File: config.mk
export PLATFORM = sky130hd
export DESIGN_NAME = commit_monitor
export DESIGN_NICKNAME = d
export VERILOG_FILES = /design/src/rtl/commit_monitor_pkg.sv /design/src/rtl/commit_watchdog.sv /design/src/rtl/commit_monitor.sv
export SDC_FILE = /design/constraint.sdc
export NUM_CORES = 1
export LEC_CHECK = 0
export ABC_AREA = 1
export BUFFER_PORTS_ARGS = -buffer_cell sky130_fd_sc_hd__buf_2
export CAP_MARGIN = 30
export CORE_MARGIN = 1.5
export CORE_UTILIZATION = 30
export CTS_CLUSTER_DIAMETER = 80
export DETAILED_ROUTE_END_ITERATION = 8
export SLEW_MARGIN = 20
export SYNTH_ARGS = -nofsm -noshare
export SYNTH_HDL_FRONTEND = slang
export SYNTH_SLANG_ARGS = --single-unit
File: constraint.sdc
create_clock -name clk -period 7.53 [get_ports clk]
set_input_delay 2.259 -clock clk [delete_from_list [all_inputs] [get_ports clk]]
set_output_delay 2.259 -clock clk [all_outputs]
set_load 0.005 [all_outputs]
File: src/rtl/commit_monitor_pkg.sv
// Shared types and constants for the retirement-stream monitor.
// State encoding, the ebreak opcode and the default reset PC.
package commit_monitor_pkg;

  typedef enum logic [1:0] {
    ST_IDLE  = 2'd0,
    ST_RUN   = 2'd1,
    ST_HALT  = 2'd2,
    ST_ERROR = 2'd3
  } state_e;

  localparam logic [31:0] INSTR_EBREAK = 32'h0010_0073;
  localparam logic [31:0] DEF_RESET_PC = 32'h8000_0000;

endpackage

File: src/rtl/commit_watchdog.sv
// Commit-free cycle counter for the retirement monitor.
// Ports: clk, rst (async, active high), clr (sync), active (monitor in
// IDLE/RUN), accept (a commit is taken this cycle), expire (hang pulse).
module commit_watchdog #(
  parameter int unsigned TIMEOUT_CYC = 1024
) (
  input  logic clk,
  input  logic rst,
  input  logic clr,
  input  logic active,
  input  logic accept,
  output logic expire
);

  localparam int unsigned CW = $clog2(TIMEOUT_CYC + 1);
  localparam logic [CW-1:0] LAST = CW'(TIMEOUT_CYC - 1);

  logic [CW-1:0] cnt_q;
  logic [CW-1:0] cnt_d;

  // The cycle whose edge would make the count reach TIMEOUT_CYC is the
  // expiry cycle; a commit in that same cycle cancels it.
  assign expire = active && !accept && !clr && (cnt_q == LAST);

  always_comb begin
    cnt_d = cnt_q;
    if (clr || accept || !active) begin
      cnt_d = '0;
    end else if (cnt_q != LAST) begin
      cnt_d = cnt_q + CW'(1);
    end
  end

  always_ff @(posedge clk or posedge rst) begin
    if (rst) begin
      cnt_q <= '0;
    end else begin
      cnt_q <= cnt_d;
    end
  end

endmodule

File: src/rtl/commit_monitor.sv
// Passive checker of the core's retirement stream: PC continuity, cycle
// and instruction counts, ebreak end-of-test, optional hang detection.
// Inputs: clk, rst (async, active high), clr (sync), commit, commit_pc,
// commit_pre_pc, commit_instr. Outputs: state, cycle_cnt, instr_cnt,
// mismatch, timeout, err_pc, err_expect (all registered).
// Build option: define COMMIT_MONITOR_WATCHDOG_EN for the hang watchdog.
module commit_monitor
  import commit_monitor_pkg::*;
#(
  parameter logic [31:0] RESET_PC    = DEF_RESET_PC,
  parameter int unsigned CNT_W       = 32,
  parameter int unsigned TIMEOUT_CYC = 1024
) (
  input  logic             clk,
  input  logic             rst,
  input  logic             clr,
  input  logic             commit,
  input  logic [31:0]      commit_pc,
  input  logic [31:0]      commit_pre_pc,
  input  logic [31:0]      commit_instr,
  output logic [1:0]       state,
  output logic [CNT_W-1:0] cycle_cnt,
  output logic [CNT_W-1:0] instr_cnt,
  output logic             mismatch,
  output logic             timeout,
  output logic [31:0]      err_pc,
  output logic [31:0]      err_expect
);

  state_e           state_q, state_d;
  logic [31:0]      exp_pc_q, exp_pc_d;
  logic [31:0]      err_pc_q, err_pc_d;
  logic [31:0]      err_expect_q, err_expect_d;
  logic [CNT_W-1:0] cycle_cnt_q, cycle_cnt_d;
  logic [CNT_W-1:0] instr_cnt_q, instr_cnt_d;
  logic             mismatch_q, mismatch_d;
  logic             timeout_q, timeout_d;

  logic active;
  logic accept;
  logic pc_ok;
  logic is_ebreak;
  logic wd_expire;

  assign active    = (state_q == ST_IDLE) || (state_q == ST_RUN);
  // A commit in a clr cycle is discarded.
  assign accept    = commit && active && !clr;
  assign pc_ok     = (commit_pc == exp_pc_q);
  assign is_ebreak = (commit_instr == INSTR_EBREAK);

`ifdef COMMIT_MONITOR_WATCHDOG_EN
  commit_watchdog #(
    .TIMEOUT_CYC(TIMEOUT_CYC)
  ) u_watchdog (
    .clk   (clk),
    .rst   (rst),
    .clr   (clr),
    .active(active),
    .accept(accept),
    .expire(wd_expire)
  );
`else
  logic unused_timeout_cfg;
  assign unused_timeout_cfg = |TIMEOUT_CYC;
  assign wd_expire = 1'b0;
`endif

  always_comb begin
    state_d      = state_q;
    exp_pc_d     = exp_pc_q;
    err_pc_d     = err_pc_q;
    err_expect_d = err_expect_q;
    cycle_cnt_d  = cycle_cnt_q;
    instr_cnt_d  = instr_cnt_q;
    mismatch_d   = mismatch_q;
    timeout_d    = timeout_q;

    if (clr) begin
      state_d      = ST_IDLE;
      exp_pc_d     = RESET_PC;
      err_pc_d     = '0;
      err_expect_d = '0;
      cycle_cnt_d  = '0;
      instr_cnt_d  = '0;
      mismatch_d   = 1'b0;
      timeout_d    = 1'b0;
    end else begin
      // Counts the cycle spent in RUN, including the one that halts.
      if (state_q == ST_RUN && cycle_cnt_q != '1) begin
        cycle_cnt_d = cycle_cnt_q + CNT_W'(1);
      end

      if (accept) begin
        // PC check takes precedence over ebreak detection.
        if (pc_ok) begin
          if (instr_cnt_q != '1) begin
            instr_cnt_d = instr_cnt_q + CNT_W'(1);
          end
          exp_pc_d = commit_pre_pc;
          state_d  = is_ebreak ? ST_HALT : ST_RUN;
        end else begin
          mismatch_d   = 1'b1;
          err_pc_d     = commit_pc;
          err_expect_d = exp_pc_q;
          state_d      = ST_ERROR;
        end
      end else if (wd_expire) begin
        timeout_d    = 1'b1;
        err_pc_d     = '0;
        err_expect_d = exp_pc_q;
        state_d      = ST_ERROR;
      end
    end
  end

  always_ff @(posedge clk or posedge rst) begin
    if (rst) begin
      state_q      <= ST_IDLE;
      exp_pc_q     <= RESET_PC;
      err_pc_q     <= '0;
      err_expect_q <= '0;
      cycle_cnt_q  <= '0;
      instr_cnt_q  <= '0;
      mismatch_q   <= 1'b0;
      timeout_q    <= 1'b0;
    end else begin
      state_q      <= state_d;
      exp_pc_q     <= exp_pc_d;
      err_pc_q     <= err_pc_d;
      err_expect_q <= err_expect_d;
      cycle_cnt_q  <= cycle_cnt_d;
      instr_cnt_q  <= instr_cnt_d;
      mismatch_q   <= mismatch_d;
      timeout_q    <= timeout_d;
    end
  end

  assign state      = state_q;
  assign cycle_cnt  = cycle_cnt_q;
  assign instr_cnt  = instr_cnt_q;
  assign mismatch   = mismatch_q;
  assign timeout    = timeout_q;
  assign err_pc     = err_pc_q;
  assign err_expect = err_expect_q;

endmodule
==> impl_metrics.env <==
export IMPL_status="complete, no violations"
export IMPL_max_stage_delay_ns=0.75
export IMPL_grt_ovfl_total=0
export IMPL_netlist_area_mm2=0.00881
export IMPL_ant_nets=0
export IMPL_r2r_slack_ns=4.95
export IMPL_holdPathStages=2
export IMPL_seqCellArea_mm2=0.00408
export IMPL_r2r_end="instr_cnt[20]"
export IMPL_gp_congestion=0.893
export IMPL_route_detailed_wl_per_inst_um=14.7
export IMPL_required_ns=7.86
export IMPL_fillers=3023
export IMPL_leakagePower_nw=5.56
export IMPL_cts_tree="yes"
export IMPL_crit_fanout=70
export IMPL_rsz0062_at_grt="no"
export IMPL_holdPathEnd="mismatch"
export IMPL_powerDensity_mw_per_mm2=189
export IMPL_numCtsBuffers=17
export IMPL_portBuffers=230
export IMPL_grt_pass1_wl_mm=43.6
export IMPL_initial_core_util=0.306
export IMPL_grt_max_degree=74
export IMPL_slew_headroom=0.455
export IMPL_finalHoldViolations=0
export IMPL_cpMaxStageDelayCell="buf_4"
export IMPL_fin_crit_ns=4.38
export IMPL_vias_per_cell=4.68
export IMPL_setup_tns_ns=0
export IMPL_ioPinCount=232
export IMPL_reg2regPathDepth=11
export IMPL_ys_ff_latch=163
export IMPL_multi_input_area_mm2=0.00395
export IMPL_crit_top_cell="buf_4"
export IMPL_ctsHoldBuffers=0
export IMPL_skew_ns=0.0154
export IMPL_grt_pass1_vias=8273
export IMPL_num_rows=62
export IMPL_post_cts_buffers=0
export IMPL_num_vias=8581
export IMPL_arrival_ns=4.71
export IMPL_drv_cap=0
export IMPL_cts_max_level=4
export IMPL_post_route_period_util=0.582
export IMPL_syn_inst=1221
export IMPL_slew_violations=0
export IMPL_routed_wl_mm=27.0
export IMPL_track_usage=0.179
export IMPL_setup_violations=0
export IMPL_dp_hpwl_mm=19.1
export IMPL_min_from="mismatch"
export IMPL_root_buffer="clkbuf_16"
export IMPL_clock_latency_ns=0.43
export IMPL_clock_sinks=163
export IMPL_design_area_mm2=0.0110
export IMPL_syn_num_nets=1323
export IMPL_drive_gt1_frac=0.203
export IMPL_die_h_um=174
export IMPL_nets=1535
export IMPL_yosysWarnings=0
export IMPL_syn2layout_area_growth_pct=24.6
export IMPL_fin_ws_ns=3.15
export IMPL_rr_startpoint="instr_cnt[0]"
export IMPL_first_iter_violations=424
export IMPL_antenna_found_initial=4
export IMPL_ir_worst_vdd_mv=0.112
export IMPL_path_cells="buf_2, clkinv_2, buf_4, buf_4, nand2_2, inv_1, nand2_1, o31ai_1"
export IMPL_worst_setup_path_end_kind="flip-flop"
export IMPL_dpl_cell_area_mm2=0.0103
export IMPL_cts_resized=0
export IMPL_start_kind="primary input"
export IMPL_fmax_mhz=228
export IMPL_place_inst=1794
export IMPL_cts_max_path_buffers=2
export IMPL_syn_avg_cell_area_um2=7.22
export IMPL_coreArea_mm2=0.0288
export IMPL_die_x_um=174
export IMPL_die_area_mm2=0.0304
export IMPL_worst_slew_pin_slew_ns=0.818
export IMPL_dp_slack_ns=2.70
export IMPL_drc=0
export IMPL_yosysSeqAreaShare=0.463
export IMPL_hp_class="reg2reg"
export IMPL_path_clk_slew_ns=0.07
export IMPL_layout_cells_non_filler=1832
export IMPL_yosys_cell_types_count=33
export IMPL_worstSetupPathType="in2reg"
export IMPL_drt_pass1_iterations=5
[cells in the mapped netlist]
cell type	instances	area share
o21ai_1	13	0.0074
clkbuf_1	13	0.0055
nand2_2	5	0.0035
nor2_1	121	0.052
nor3_2	1	0.0011
clkbuf_4	1	0.00085
buf_2	25	0.014
dfstp_2	1	0.0030
nor4_1	8	0.0057
xnor2_1	26	0.026
nand4_1	19	0.013
nand3_2	2	0.0023
nand4_2	1	0.0014
buf_4	3	0.0026
inv_2	2	0.00085
nand2_1	388	0.17
a21oi_1	13	0.0074
nand3_1	129	0.073
nor3b_1	2	0.0017
inv_1	140	0.060
buf_6	3	0.0038
conb_1	1	0.00043
o21bai_1	3	0.0026
ha_1	2	0.0028
nor3_1	34	0.019
or2_2	1	0.00071
dfrtp_1	162	0.46
o21ai_0	82	0.047
nor2_2	4	0.0028
buf_1	3	0.0013
xor2_1	10	0.0099
o31ai_1	1	0.00085
nor2_4	2	0.0026
[critical path, delay by kind of cell]
family | cells | cell delay, ns
AO/OA/AOI/OAI | 1 | 0.07
buffers and inverters | 5 | 1.85
AND/OR/NAND/NOR | 2 | 0.48
[worst max-delay path by stage]
stage	from	cells after the start	slack, ns	to
6_report	clr	8	3.15	cycle_cnt[8]
5_1_grt	clr	8	2.92	cycle_cnt[8]
4_1_cts	clr	8	3.15	cycle_cnt[8]
3_5_place_dp	clr	8	2.70	cycle_cnt[8]
3_3_place_gp	clr	8	2.73	cycle_cnt[8]
2_1_floorplan	rst	1	0.87	cycle_cnt[0]
[final cells by class]
type | count | share of cell area
diodes | 2 | 0.000456
repair buffers | 241 | 0.120
flip-flops and latches | 163 | 0.371
clock inverters | 15 | 0.0172
clock buffers | 17 | 0.0387
well taps | 384 | 0.0437
multi-input cells | 868 | 0.360
inverters | 142 | 0.0491
[sequential cells by signal, summed over array words and instances (netlist names)]
name / count
mismatch: 1
err_pc: 32
err_expect: 32
state: 2
exp_pc_q: 32
cycle_cnt: 32
instr_cnt: 32
[cells by family after synthesis]
family,after synthesis,synth area share
simple gates,717,0.345
buf+inv,190,0.0887
flops,163,0.463
compound gates,112,0.0647
xor+xnor,36,0.0358
fa+ha+maj,2,0.00284
other cells,1,0.000425
[where the power goes]
| group | internal [W] | switching [W] | leakage, nW | total, W |
|---|---|---|---|---|
| clock network | 0.000507 | 0.000419 | 0.296 | 0.000926 |
| registers | 0.000904 | 0.0000304 | 2.24 | 0.000934 |
| logic | 0.0000758 | 0.000136 | 3.02 | 0.000212 |
| total | 0.00149 | 0.000586 | 5.56 | 0.00207 |
[through the flow]
| step | hold WS, ns | utilization | power (W) |
|---|---|---|---|
| floorplan | 0.457 | - | 0.00106 |
| global placement | 0.461 | 0.356 | 0.00116 |
| detailed placement | 0.463 | 0.356 | 0.00116 |
| CTS | 0.482 | 0.378 | 0.00210 |
| global route | 0.516 | 0.382 | 0.00217 |
| finish | 0.482 | 0.382 | 0.00207 |
[per-layer routing]
layer  wire length, um  GRT usage  vias to the layer above
li1                  -          -                     4294
met1             12200      0.233                     4017
met2             12600      0.289                      228
met3              1780     0.0483                       36
met4               418     0.0539                        6
met5                34          0                        -
[layout by cell type, fill, tap and decap left out, types with 2 or more instances in the layout]
cell type / synthesis / routed
nand2_1: 388 / 388
buf_2: 25 / 230
dfrtp_1: 162 / 162
inv_1: 140 / 138
nand3_1: 129 / 129
nor2_1: 121 / 121
o21ai_0: 82 / 82
nor3_1: 34 / 34
xnor2_1: 26 / 26
nand4_1: 19 / 19
clkbuf_16: 0 / 17
o21ai_1: 13 / 13
a21oi_1: 13 / 13
xor2_1: 10 / 10
nor4_1: 8 / 8
buf_4: 3 / 7
inv_6: 0 / 5
nand2_2: 5 / 5
nor2_2: 4 / 4
inv_8: 0 / 4
buf_16: 0 / 4
o21bai_1: 3 / 3
diode_2: 0 / 2
nor2_4: 2 / 2
nand3_2: 2 / 2
nor3b_1: 2 / 2
inv_2: 2 / 2
ha_1: 2 / 2
clkinvlp_4: 0 / 2
clkinv_4: 0 / 2
bufinv_16: 0 / 2
(Power assumes the default switching activity.)
